## config.mk

```make
export PLATFORM = sky130hd
export DESIGN_NAME = ddr_axi_ch_arbiter
export DESIGN_NICKNAME = d
export VERILOG_FILES = /design/src/rtl/ddr_axi_ch_arbiter.sv
export SDC_FILE = /design/constraint.sdc
export NUM_CORES = 1
export LEC_CHECK = 0
export ABC_CLOCK_PERIOD_IN_PS = 9300
export CAP_MARGIN = 5
export CORE_AREA = 2 2 782 784
export CTS_CLUSTER_SIZE = 10
export DETAILED_ROUTE_END_ITERATION = 8
export DIE_AREA = 0 0 784 786
export PLACE_DENSITY_LB_ADDON = 0.25
export SYNTH_ARGS = -nofsm -noshare
export SYNTH_HDL_FRONTEND = slang
export SYNTH_HIERARCHICAL = 1
export SYNTH_SLANG_ARGS = --single-unit
```

## constraint.sdc

```tcl
create_clock -name core_clk -period 9.3 [get_ports core_clk]
set_input_delay 0.93 -clock core_clk [delete_from_list [all_inputs] [get_ports core_clk]]
set_output_delay 0.93 -clock core_clk [all_outputs]
set_load 0.01 [all_outputs]
```

## src/rtl/ddr_axi_ch_arbiter.sv

```systemverilog
// ddr_axi_ch_arbiter
// Merges NUM_CH AXI-style requesters onto the single address / write / read
// port of the ddr3 controller. Write and read addresses are arbitrated
// independently (round-robin or fixed priority). Each request is tagged with
// its channel index as ID. Write data and read returns are routed by ID. The
// number of outstanding bursts is limited per channel and per direction.
//
// Ports
//   core_clk, resetn          clock, async active-low reset
//   ch_aw*/ch_ar*             per-channel packed address requests (channel i at [i*W +: W])
//   ch_awready/ch_arready     one-cycle grant pulse per channel
//   ch_wdata/ch_wstrb         per-channel write data, selected by axi_wusero_id
//   ch_wready/ch_wlast        write beat taken / last beat, routed by ID
//   ch_rdata/ch_rvalid/ch_rlast  registered read return, routed by axi_rid
//   axi_aw*/axi_w*/axi_ar*/axi_r*  controller-side port
//   err_id                    sticky: out-of-range ID, or completion with nothing outstanding

// ddr_axi_ch_addr_arb
// One address direction: eligibility, winner selection, issue FSM and
// per-channel outstanding counters.
//
//   state    | meaning
//   ---------+------------------------------------------------------------
//   ST_IDLE  | no request held; grants the winner (ready pulse) if any eligible
//   ST_ISSUE | latched request driven with m_valid_o until m_ready_i
module ddr_axi_ch_addr_arb #(
    parameter int NUM_CH   = 3,
    parameter int ADDR_W   = 28,
    parameter int LEN_W    = 4,
    parameter int ARB_MODE = 0,
    parameter int MAX_OUTS = 4
) (
    input  logic                       clk_i,
    input  logic                       rst_ni,
    input  logic [NUM_CH*ADDR_W-1:0]   req_addr_i,
    input  logic [NUM_CH*LEN_W-1:0]    req_len_i,
    input  logic [NUM_CH-1:0]          req_ap_i,
    input  logic [NUM_CH-1:0]          req_valid_i,
    output logic [NUM_CH-1:0]          req_ready_o,
    input  logic                       cpl_valid_i,
    input  logic [3:0]                 cpl_id_i,
    output logic [ADDR_W-1:0]          m_addr_o,
    output logic [LEN_W-1:0]           m_len_o,
    output logic                       m_ap_o,
    output logic [3:0]                 m_id_o,
    output logic                       m_valid_o,
    input  logic                       m_ready_i,
    output logic                       underflow_o
);

    typedef enum logic {ST_IDLE = 1'b0, ST_ISSUE = 1'b1} state_t;

    state_t              state_q, state_d;
    logic [3:0]          rr_q, rr_d;
    logic [3:0]          id_q, id_d;
    logic [ADDR_W-1:0]   addr_q, addr_d;
    logic [LEN_W-1:0]    len_q, len_d;
    logic                ap_q, ap_d;
    logic                valid_q, valid_d;
    logic [3:0]          cnt_q [NUM_CH];
    logic [3:0]          cnt_d [NUM_CH];

    logic [15:0]         elig;
    logic                any_elig;
    logic [3:0]          base;
    logic [4:0]          idx;
    logic [3:0]          win;
    logic                grant;

    // Eligibility padded to 16 so the 4-bit winner index always fits.
    always_comb begin
        elig = '0;
        for (int i = 0; i < NUM_CH; i++) begin
            elig[i] = req_valid_i[i] && (cnt_q[i] < 4'(MAX_OUTS));
        end
        any_elig = |elig;
    end

    // Scan from the highest offset down so the nearest eligible channel at or
    // after base is the last assignment and wins.
    always_comb begin
        base = (ARB_MODE == 1) ? 4'd0 : rr_q;
        win  = '0;
        idx  = '0;
        for (int k = NUM_CH - 1; k >= 0; k--) begin
            idx = {1'b0, base} + 5'(k);
            if (idx >= 5'(NUM_CH)) begin
                idx = idx - 5'(NUM_CH);
            end
            if (elig[idx[3:0]]) begin
                win = idx[3:0];
            end
        end
    end

    always_comb begin
        state_d     = state_q;
        rr_d        = rr_q;
        id_d        = id_q;
        addr_d      = addr_q;
        len_d       = len_q;
        ap_d        = ap_q;
        valid_d     = valid_q;
        grant       = 1'b0;
        req_ready_o = '0;
        unique case (state_q)
            ST_IDLE: begin
                // Gated by reset so the combinational grant stays low while held in reset.
                if (any_elig && rst_ni) begin
                    grant   = 1'b1;
                    id_d    = win;
                    valid_d = 1'b1;
                    state_d = ST_ISSUE;
                    for (int i = 0; i < NUM_CH; i++) begin
                        req_ready_o[i] = (win == 4'(i));
                        if (win == 4'(i)) begin
                            addr_d = req_addr_i[i*ADDR_W +: ADDR_W];
                            len_d  = req_len_i[i*LEN_W +: LEN_W];
                            ap_d   = req_ap_i[i];
                        end
                    end
                end
            end
            ST_ISSUE: begin
                if (m_ready_i) begin
                    valid_d = 1'b0;
                    state_d = ST_IDLE;
                    rr_d    = (({1'b0, id_q} + 5'd1) >= 5'(NUM_CH)) ? 4'd0 : id_q + 4'd1;
                end
            end
            default: state_d = ST_IDLE;
        endcase
    end

    // Simultaneous grant and completion leave the count unchanged; a
    // completion while the count is zero is flagged and never wraps.
    always_comb begin
        underflow_o = 1'b0;
        for (int i = 0; i < NUM_CH; i++) begin
            cnt_d[i] = cnt_q[i];
            if (grant && (win == 4'(i)) && !(cpl_valid_i && (cpl_id_i == 4'(i)))) begin
                cnt_d[i] = cnt_q[i] + 4'd1;
            end else if (cpl_valid_i && (cpl_id_i == 4'(i)) && !(grant && (win == 4'(i)))) begin
                if (cnt_q[i] != 4'd0) begin
                    cnt_d[i] = cnt_q[i] - 4'd1;
                end
            end
            if (cpl_valid_i && (cpl_id_i == 4'(i)) && (cnt_q[i] == 4'd0)) begin
                underflow_o = 1'b1;
            end
        end
    end

    always_ff @(posedge clk_i or negedge rst_ni) begin
        if (!rst_ni) begin
            state_q <= ST_IDLE;
            rr_q    <= '0;
            id_q    <= '0;
            addr_q  <= '0;
            len_q   <= '0;
            ap_q    <= 1'b0;
            valid_q <= 1'b0;
            for (int i = 0; i < NUM_CH; i++) begin
                cnt_q[i] <= '0;
            end
        end else begin
            state_q <= state_d;
            rr_q    <= rr_d;
            id_q    <= id_d;
            addr_q  <= addr_d;
            len_q   <= len_d;
            ap_q    <= ap_d;
            valid_q <= valid_d;
            for (int i = 0; i < NUM_CH; i++) begin
                cnt_q[i] <= cnt_d[i];
            end
        end
    end

    assign m_addr_o  = addr_q;
    assign m_len_o   = len_q;
    assign m_ap_o    = ap_q;
    assign m_id_o    = id_q;
    assign m_valid_o = valid_q;

endmodule

module ddr_axi_ch_arbiter #(
    parameter int NUM_CH   = 3,
    parameter int ADDR_W   = 28,
    parameter int DATA_W   = 256,
    parameter int LEN_W    = 4,
    parameter int ARB_MODE = 0,
    parameter int MAX_OUTS = 4
) (
    input  logic                           core_clk,
    input  logic                           resetn,
    input  logic [NUM_CH*ADDR_W-1:0]       ch_awaddr,
    input  logic [NUM_CH*LEN_W-1:0]        ch_awlen,
    input  logic [NUM_CH-1:0]              ch_awap,
    input  logic [NUM_CH-1:0]              ch_awvalid,
    output logic [NUM_CH-1:0]              ch_awready,
    input  logic [NUM_CH*DATA_W-1:0]       ch_wdata,
    input  logic [NUM_CH*(DATA_W/8)-1:0]   ch_wstrb,
    output logic [NUM_CH-1:0]              ch_wready,
    output logic [NUM_CH-1:0]              ch_wlast,
    input  logic [NUM_CH*ADDR_W-1:0]       ch_araddr,
    input  logic [NUM_CH*LEN_W-1:0]        ch_arlen,
    input  logic [NUM_CH-1:0]              ch_arap,
    input  logic [NUM_CH-1:0]              ch_arvalid,
    output logic [NUM_CH-1:0]              ch_arready,
    output logic [DATA_W-1:0]              ch_rdata,
    output logic [NUM_CH-1:0]              ch_rvalid,
    output logic [NUM_CH-1:0]              ch_rlast,
    output logic [ADDR_W-1:0]              axi_awaddr,
    output logic [LEN_W-1:0]               axi_awlen,
    output logic                           axi_awuser_ap,
    output logic [3:0]                     axi_awuser_id,
    output logic                           axi_awvalid,
    input  logic                           axi_awready,
    output logic [DATA_W-1:0]              axi_wdata,
    output logic [DATA_W/8-1:0]            axi_wstrb,
    input  logic                           axi_wready,
    input  logic [3:0]                     axi_wusero_id,
    input  logic                           axi_wusero_last,
    output logic [ADDR_W-1:0]              axi_araddr,
    output logic [LEN_W-1:0]               axi_arlen,
    output logic                           axi_aruser_ap,
    output logic [3:0]                     axi_aruser_id,
    output logic                           axi_arvalid,
    input  logic                           axi_arready,
    input  logic [DATA_W-1:0]              axi_rdata,
    input  logic [3:0]                     axi_rid,
    input  logic                           axi_rlast,
    input  logic                           axi_rvalid,
    output logic                           err_id
);

    localparam int STRB_W = DATA_W / 8;

    logic                wid_ok, rid_ok;
    logic                aw_uf, ar_uf;
    logic                err_q, err_d;
    logic [DATA_W-1:0]   rdata_q;
    logic [NUM_CH-1:0]   rvalid_q, rvalid_d;
    logic [NUM_CH-1:0]   rlast_q, rlast_d;

    // 5-bit compare keeps NUM_CH=16 from aliasing to zero.
    assign wid_ok = ({1'b0, axi_wusero_id} < 5'(NUM_CH));
    assign rid_ok = ({1'b0, axi_rid} < 5'(NUM_CH));

    ddr_axi_ch_addr_arb #(
        .NUM_CH(NUM_CH), .ADDR_W(ADDR_W), .LEN_W(LEN_W),
        .ARB_MODE(ARB_MODE), .MAX_OUTS(MAX_OUTS)
    ) u_aw (
        .clk_i       (core_clk),
        .rst_ni      (resetn),
        .req_addr_i  (ch_awaddr),
        .req_len_i   (ch_awlen),
        .req_ap_i    (ch_awap),
        .req_valid_i (ch_awvalid),
        .req_ready_o (ch_awready),
        .cpl_valid_i (axi_wready & axi_wusero_last & wid_ok),
        .cpl_id_i    (axi_wusero_id),
        .m_addr_o    (axi_awaddr),
        .m_len_o     (axi_awlen),
        .m_ap_o      (axi_awuser_ap),
        .m_id_o      (axi_awuser_id),
        .m_valid_o   (axi_awvalid),
        .m_ready_i   (axi_awready),
        .underflow_o (aw_uf)
    );

    ddr_axi_ch_addr_arb #(
        .NUM_CH(NUM_CH), .ADDR_W(ADDR_W), .LEN_W(LEN_W),
        .ARB_MODE(ARB_MODE), .MAX_OUTS(MAX_OUTS)
    ) u_ar (
        .clk_i       (core_clk),
        .rst_ni      (resetn),
        .req_addr_i  (ch_araddr),
        .req_len_i   (ch_arlen),
        .req_ap_i    (ch_arap),
        .req_valid_i (ch_arvalid),
        .req_ready_o (ch_arready),
        .cpl_valid_i (axi_rvalid & axi_rlast & rid_ok),
        .cpl_id_i    (axi_rid),
        .m_addr_o    (axi_araddr),
        .m_len_o     (axi_arlen),
        .m_ap_o      (axi_aruser_ap),
        .m_id_o      (axi_aruser_id),
        .m_valid_o   (axi_arvalid),
        .m_ready_i   (axi_arready),
        .underflow_o (ar_uf)
    );

    // Write data mux: an out-of-range ID selects nothing and drives zero.
    always_comb begin
        axi_wdata = '0;
        axi_wstrb = '0;
        ch_wready = '0;
        ch_wlast  = '0;
        for (int i = 0; i < NUM_CH; i++) begin
            if (axi_wusero_id == 4'(i)) begin
                axi_wdata    = ch_wdata[i*DATA_W +: DATA_W];
                axi_wstrb    = ch_wstrb[i*STRB_W +: STRB_W];
                ch_wready[i] = axi_wready & resetn;
                ch_wlast[i]  = axi_wready & axi_wusero_last & resetn;
            end
        end
    end

    always_comb begin
        rvalid_d = '0;
        rlast_d  = '0;
        for (int i = 0; i < NUM_CH; i++) begin
            rvalid_d[i] = axi_rvalid & (axi_rid == 4'(i));
            rlast_d[i]  = axi_rvalid & axi_rlast & (axi_rid == 4'(i));
        end
        err_d = err_q | aw_uf | ar_uf | (axi_wready & ~wid_ok) | (axi_rvalid & ~rid_ok);
    end

    always_ff @(posedge core_clk or negedge resetn) begin
        if (!resetn) begin
            rdata_q  <= '0;
            rvalid_q <= '0;
            rlast_q  <= '0;
            err_q    <= 1'b0;
        end else begin
            rdata_q  <= axi_rdata;
            rvalid_q <= rvalid_d;
            rlast_q  <= rlast_d;
            err_q    <= err_d;
        end
    end

    assign ch_rdata  = rdata_q;
    assign ch_rvalid = rvalid_q;
    assign ch_rlast  = rlast_q;
    assign err_id    = err_q;

endmodule

```

==> results.sh, run 1 <==
export IMPL_outcome="finished, violations left"
export IMPL_violations="antenna violations"
export IMPL_cts_buffers=56
export IMPL_antenna_found_initial=616
export IMPL_gp_congestion=0.9923
export IMPL_initial_core_util_pct=3.278
export IMPL_die_h_um=786
export IMPL_clk_latency_ps=760
export IMPL_path_class="flip-flop to output port"
export IMPL_crit_chain="inv_1 > ha_1 > and2b_1 > a2111oi_2 > a21bo_1 > a32oi_1 > mux2i_4 > nand2_2 > nand2_1 > nor2_1 > clkdlybuf4s50_1"
export IMPL_cts_tree="built"
export IMPL_syn_nets=3532
export IMPL_clkTransAtPathRegs_ps=60
export IMPL_cp_slowest_cell="dfrtp_1"
export IMPL_finalSetupTns_ps=0
export IMPL_ys_types=66
export IMPL_finalHoldViolCount=0
export IMPL_syn_inst=2152
export IMPL_layout_nets=5433
export IMPL_seq_power_share_pct=22.8
export IMPL_power_density_nw_per_um2=182.8
export IMPL_cts_sinks=373
export IMPL_grt_max_degree=133
export IMPL_rsz0062_at_grt="no"
export IMPL_routed_via_density=2.340
export IMPL_switchingPower_mw=4.289
export IMPL_synth_seq_area_share_pct=46.78
export IMPL_relSlewSlack_pct=25.60
export IMPL_fmax_mhz=139.4
export IMPL_grt_use_total_pct=14.98
export IMPL_firstDrtPassIters=5
export IMPL_maxCapViolations=0
export IMPL_total_power_mw=9.479
export IMPL_vias=28960
export IMPL_ys_seq_elements=373
export IMPL_ctsResizeCount=0
export IMPL_htreeDepth=2
export IMPL_power_leakage_nw=16.74
export IMPL_final_min_clock_period_ps=7176
export IMPL_critPathMaxStageDelay_ps=800
export IMPL_ant_nets=2
export IMPL_root_buffer="clkbuf_16"
export IMPL_syn_area_um2=19950
export IMPL_required_ps=8370
export IMPL_grt_pass1_vias=28690
export IMPL_synth_edf_count=0
export IMPL_skew_ps=101.3
export IMPL_ioPinCount=1979
export IMPL_core_area_um2=608700
export IMPL_final_common_cell="clkdlybuf4s50_1"
export IMPL_ys_flop_type="dfrtp_1"
export IMPL_drive_above_1_share_pct=4.490
export IMPL_dieArea_um2=616200
export IMPL_p_clk_share_pct=25.1
export IMPL_crit_path_end_kind="output port"
export IMPL_post_route_period_util_pct=77.16
export IMPL_io_buffers=1978
export IMPL_synth_warnings=6
export IMPL_cp_max_fo=33
export IMPL_irDropWorstVdd_mv=0.2146
export IMPL_layout_common_cells="clkdlybuf4s50_1, nand2_1, dfrtp_1"
export IMPL_hpwl_mm=442.8
export IMPL_intPower_mw=5.190
export IMPL_grt_pass1_wl_mm=546.1
export IMPL_worst_ep_arrival_time_ps=6250
export IMPL_syn_to_final_growth_pct=159.9
export IMPL_syn_avg_cell_area_um2=9.272
export IMPL_die_x_um=784
export IMPL_worstMarginPinSlew_ps=1116
export IMPL_hp_class="flip-flop to flip-flop"
export IMPL_swShare_pct=45.25
export IMPL_r2r_setup_slack_ps=3490
export IMPL_drt_iter0_drc=1797
export IMPL_fillers=71040
export IMPL_routed_wl_mm=482.3
export IMPL_cts_hold_buf=1
export IMPL_drc=0
export IMPL_startpoint_type="flip-flop"
export IMPL_cts_buffer_depth=3
export IMPL_wl_per_cell_um=38.98
export IMPL_rows=287
export IMPL_pwr_share_comb_pct=52.1
export IMPL_cts_setup_buffers=0
export IMPL_async_flop_share_pct=100.0
export IMPL_slew_violations=0
export IMPL_setup_viol=0
export IMPL_grt_remaining_overflow=0
area by class of cell:
| class | instances | area (um^2) | area share, % |
|---|---|---|---|
| inverters | 25 | 93.84 | 0.1810 |
| repair buffers | 2025 | 20220 | 38.99 |
| flip-flops and latches | 373 | 9334 | 18.00 |
| clock buffers | 79 | 1588 | 3.062 |
| multi-input cells | 1572 | 9694 | 18.69 |
| clock inverters | 24 | 342.8 | 0.6611 |
| well taps | 8092 | 10120 | 19.52 |
| diodes | 184 | 460.4 | 0.8879 |
critical path: cells and delay by family (launching register included):
family | cells | cell delay [ps]
muxes | 1 | 120
and+or+nand+nor | 4 | 2030
adders and majority gates | 1 | 570
AOI/OAI and AO/OA | 3 | 940
buffers and inverters | 2 | 970
DFF | 1 | 800
metrics by stage:
| step | hold WS (ps) | worst slack [ps] | std cells | utilization, % | instance area, um^2 |
|---|---|---|---|---|---|
| global route | 520.2 | 1591 | 12280 | 8.480 | 51610 |
| global placement | 473.0 | 2447 | 12090 | 8.125 | 49460 |
| finish | 486.9 | 2124 | 12370 | 8.520 | 51860 |
| floorplan | 460.1 | 5091 | 2152 | - | 19950 |
| CTS | 488.1 | 1776 | 12190 | 8.444 | 51400 |
| detailed placement | 474.3 | 2496 | 12090 | 8.125 | 49460 |
routing by layer:
layer / share of wire (%) / vias up / global-route usage, %
li1: - / 11900 / -
met5: 0.33 / - / 0
met1: 34 / 13700 / 14.90
met4: 3.9 / 240 / 5.060
met2: 50 / 2132 / 26.62
met3: 12 / 989 / 7.950
power groups by stage:
stage          logic (mW)  registers, mW  clock network, mW
2_1_floorplan        2.05           2.18                  0
3_3_place_gp         5.07           2.19                  0
3_5_place_dp         5.03           2.19                  0
4_1_cts              5.04           2.17               2.50
5_1_grt              5.27           2.20               2.54
6_report             4.93           2.16               2.38
Yosys cell counts (all sizes together), types with 3 or more instances:
| library cell | n | area [um^2] |
|---|---|---|
| a2111oi | 7 | 73.82 |
| a211o | 6 | 55.05 |
| a211oi | 62 | 465.5 |
| a21o | 16 | 120.1 |
| a21oi | 24 | 127.6 |
| a2bb2oi | 288 | 2522 |
| a32oi | 6 | 52.55 |
| a41oi | 4 | 35.03 |
| and2 | 8 | 50.05 |
| and2b | 4 | 32.53 |
| and3 | 62 | 397.9 |
| buf | 90 | 571.8 |
| clkbuf | 90 | 339.1 |
| dfrtp | 373 | 9334 |
| fa | 6 | 120.1 |
| ha | 34 | 425.4 |
| inv | 25 | 93.84 |
| mux2 | 6 | 67.56 |
| mux2i | 10 | 100.1 |
| nand2 | 409 | 1535 |
| nand2b | 3 | 18.77 |
| nand3 | 22 | 110.1 |
| nor2 | 47 | 176.4 |
| nor3 | 11 | 66.32 |
| nor3b | 7 | 52.55 |
| nor4 | 4 | 25.02 |
| o211ai | 8 | 60.06 |
| o21ai | 434 | 2172 |
| o21bai | 4 | 30.03 |
| o22a | 4 | 35.03 |
| o31ai | 8 | 87.58 |
| or2 | 4 | 25.02 |
| or3 | 7 | 43.79 |
| or3b | 4 | 40.04 |
| or4 | 4 | 30.03 |
| xnor2 | 14 | 122.6 |
| xor2 | 8 | 70.07 |
worst paths after layout:
kind	startpoint	to	depth (start not counted)
max	u_ar/base[0]	ch_arready[0]	11
max reg2reg	u_ar/base[0]	u_ar/cnt_q[11]	18
min in group asynchronous	resetn	ch_rdata[12]	2
min	u_ar/m_addr_o[23]	u_ar/m_addr_o[23]	2
max in group asynchronous	resetn	ch_rdata[155]	5
min reg2reg	u_ar/m_addr_o[23]	u_ar/m_addr_o[23]	2
sequential cells by signal, summed over array words and instances, names as in the netlist, 3 cells and up:
register / cells
u_ar/m_addr_o: 28
u_aw/cnt_q: 12
u_ar/m_len_o: 4
u_aw/base: 4
u_aw/m_len_o: 4
u_ar/base: 4
ch_rdata: 256
u_ar/cnt_q: 12
ch_rvalid: 3
ch_rlast: 3
u_aw/m_addr_o: 28
u_ar/m_id_o: 4
u_aw/m_id_o: 4
kinds of logic (layout without fill, tap and decap cells):
family          count (synthesis)  in the layout  share of synthesized area [%]
simple gates                  603            603                          13.38
flops                         373            373                          46.78
buf+inv                       207           2153                          5.135
mux                            16             16                         0.8402
fa+ha+maj                      40             40                          2.734
compound gates                891            891                          30.17
other cells                     0            184                              0
xor+xnor                       22             22                         0.9657
No activity file was read; power rests on OpenSTA's default activity.
==> inputs of run 2 (changes only) <==
- ABC_CLOCK_PERIOD_IN_PS: 9300 -> 6500
- CORE_AREA: 2 2 782 784 -> 2 2 768 770
- DIE_AREA: 0 0 784 786 -> 0 0 770 772
- clock period: 9.3 -> 6.5 ns (I/O delays scaled with it)
==> run 2 against run 1 <==
  * The run now ends clean
  * Cell count fell by 1.2%
  * Sequential cell count unchanged
  * Sequential share of layout area decreased by 0.26 points
  * Non-clock buffer count increased by 29
  * Clock power increased by 83%
  * Design area up 1.5%
  * Core utilization grew 0.44 points
  * Hold slack lost 210 ps
  * Routed wire length increased by 28%
  * Total power rose by 79%
  * Critical path type unchanged
  * Largest cell class unchanged
  * Largest power group unchanged
==> results.sh, run 2 (synthesized netlist as in run 1, its figures left out) <==
export IMPL_required_ps=5850
export IMPL_ioPinCount=1979
export IMPL_clk_latency_ps=810
export IMPL_grt_remaining_overflow=0
export IMPL_firstDrtPassIters=5
export IMPL_switchingPower_mw=8.783
export IMPL_swShare_pct=51.66
export IMPL_hpwl_mm=567.2
export IMPL_worstSetupEndpoint="ch_arready[0]"
export IMPL_power_leakage_nw=17.20
export IMPL_grt_pass1_wl_mm=704.4
export IMPL_critPathMaxStageDelay_ps=690
export IMPL_worstMarginPinSlew_ps=1267
export IMPL_layout_nets=5478
export IMPL_reg2reg_depth=19
export IMPL_crit_chain="inv_1 > ha_1 > and2b_1 > a2111oi_0 > nand3_1 > a32oi_1 > mux2i_4 > buf_4 > nand2_2 > nand2_1 > nor2_2 > clkdlybuf4s50_1"
export IMPL_layout_common_cells="clkdlybuf4s50_1, nand2_1, dfrtp_1"
export IMPL_gp_congestion=1.093
export IMPL_path_class="flip-flop to output port"
export IMPL_root_buffer="clkbuf_16"
export IMPL_regToRegEndpoint="u_ar/cnt_q[11]"
export IMPL_pwr_share_comb_pct=54.8
export IMPL_initial_core_util_pct=3.399
export IMPL_crit_path_end_kind="output port"
export IMPL_wl_per_cell_um=50.38
export IMPL_cts_tree="built"
export IMPL_crit_start="u_ar/base[0]"
export IMPL_largest_reg_flops=256
export IMPL_cts_buffer_depth=4
export IMPL_rows=282
export IMPL_r2r_setup_slack_ps=170
export IMPL_final_cells=12230
export IMPL_holdWs_ps=281.4
export IMPL_critPathTopFamily="simple AND/OR/NAND/NOR gates"
export IMPL_crit_reg2reg_launch="u_ar/base[0]"
export IMPL_drt_iter0_drc=2479
export IMPL_p_clk_share_pct=25.6
export IMPL_cts_buffers=72
export IMPL_die_x_um=770
export IMPL_rsz0062_at_grt="no"
export IMPL_finalSetupTns_ps=0
export IMPL_relSlewSlack_pct=14.66
export IMPL_post_route_period_util_pct=98.35
export IMPL_ant_nets=0
export IMPL_dp_cells=11830
export IMPL_dieArea_um2=594400
export IMPL_final_min_clock_period_ps=6393
export IMPL_cp_slowest_cell="ha_1"
export IMPL_die_h_um=772
export IMPL_syn_to_final_growth_pct=163.7
export IMPL_skew_ps=54.28
export IMPL_seq_power_share_pct=19.6
export IMPL_path_depth=12
export IMPL_core_area_um2=587100
export IMPL_cts_setup_buffers=0
export IMPL_setup_viol=0
export IMPL_grt_use_total_pct=19.89
export IMPL_cp_max_fo=19
export IMPL_fmax_mhz=156.4
export IMPL_post_route_util_pct=8.961
export IMPL_maxCapViolations=0
export IMPL_irDropWorstVdd_mv=0.4149
export IMPL_cts_sinks=373
export IMPL_routed_via_density=2.737
export IMPL_drive_above_1_share_pct=5.980
export IMPL_slew_violations=0
export IMPL_htreeDepth=3
export IMPL_drc=0
export IMPL_worst_ep_arrival_time_ps=5740
export IMPL_power_density_nw_per_um2=323.2
export IMPL_outcome="finished clean"
export IMPL_grt_pass1_vias=35160
export IMPL_io_buffers=1978
export IMPL_worst_path_buf_inv=3
export IMPL_startpoint_type="flip-flop"
export IMPL_routed_wl_mm=616.0
export IMPL_final_common_cell="clkdlybuf4s50_1"
export IMPL_finalHoldViolCount=0
export IMPL_vias=33460
export IMPL_grt_max_degree=99
export IMPL_clkTransAtPathRegs_ps=60
export IMPL_hp_class="input port to flip-flop"
export IMPL_intPower_mw=8.219
export IMPL_antenna_found_initial=672
==> run 2: worst min-delay path by stage <==
stage,startpoint,end,cells after the start
floorplan,resetn,ch_rdata[0],0
global placement,u_aw/cnt_q[7],u_aw/cnt_q[7],1
detailed placement,u_aw/m_addr_o[10],u_aw/m_addr_o[10],2
CTS,axi_rdata[99],ch_rdata[99],1
global route,axi_rdata[49],ch_rdata[49],1
finish,axi_rdata[99],ch_rdata[99],1
==> run 2: worst reg2reg max path, delay by kind of cell, from the launching register on <==
kind                     cells  cell delay [ps]
AO/OA/AOI/OAI                4             1360
AND/OR/NAND/NOR              6             1860
adder cells (fa/ha/maj)      3             1420
multiplexers                 1              120
flip-flops                   1              450
buffers and inverters        3              730
XOR/XNOR                     2              310
==> run 2: timing repair <==
| item | CTS | global route |
|---|---|---|
| hold buffers | 1 | 0 |
| resized for setup | 4 | 1 |
| setup endpoints to repair | 4 | 1 |
| pin swaps | 0 | 0 |
| hold endpoints to repair | 26 | 0 |
==> run 2: layout make-up <==
type | instances | area, um^2
Fill cell | 68600 | 534500
Timing Repair Buffer | 2054 | 20530
Tap cell | 7810 | 9772
Multi-Input combinational cell | 1572 | 9706
Sequential cell | 373 | 9334
Clock buffer | 94 | 2088
Antenna cell | 269 | 673.1
Clock inverter | 29 | 410.4
Inverter | 25 | 93.84
==> run 2: power groups by stage <==
stage / Combinational (mW) / Clock, mW / Sequential (mW)
finish: 9.31 / 4.35 / 3.34
global route: 9.62 / 4.61 / 3.39
CTS: 9.55 / 4.59 / 3.40
detailed placement: 9.51 / 0 / 3.43
global placement: 10.4 / 0 / 3.53
floorplan: 2.94 / 0 / 3.12
==> run 2: per-stage QoR <==
stage / setup slack (ps) / power, mW / instance area (um^2)
after detailed placement: 30.46 / 12.94 / 49410
after global routing: 24.52 / 17.62 / 52460
final: 107.5 / 17.00 / 52610
after CTS: 42.59 / 17.53 / 51920
after floorplan: 2303 / 6.061 / 19950
after global placement: -582.3 / 13.91 / 49370
==> run 2: per-layer routing <==
layer,global-route usage [%],vias up,share of wire [%]
met5,0,-,0.27
met4,12.59,256,7.6
met2,34.93,2926,49
met1,18.41,16820,32
li1,-,12080,-
met3,9.737,1376,11
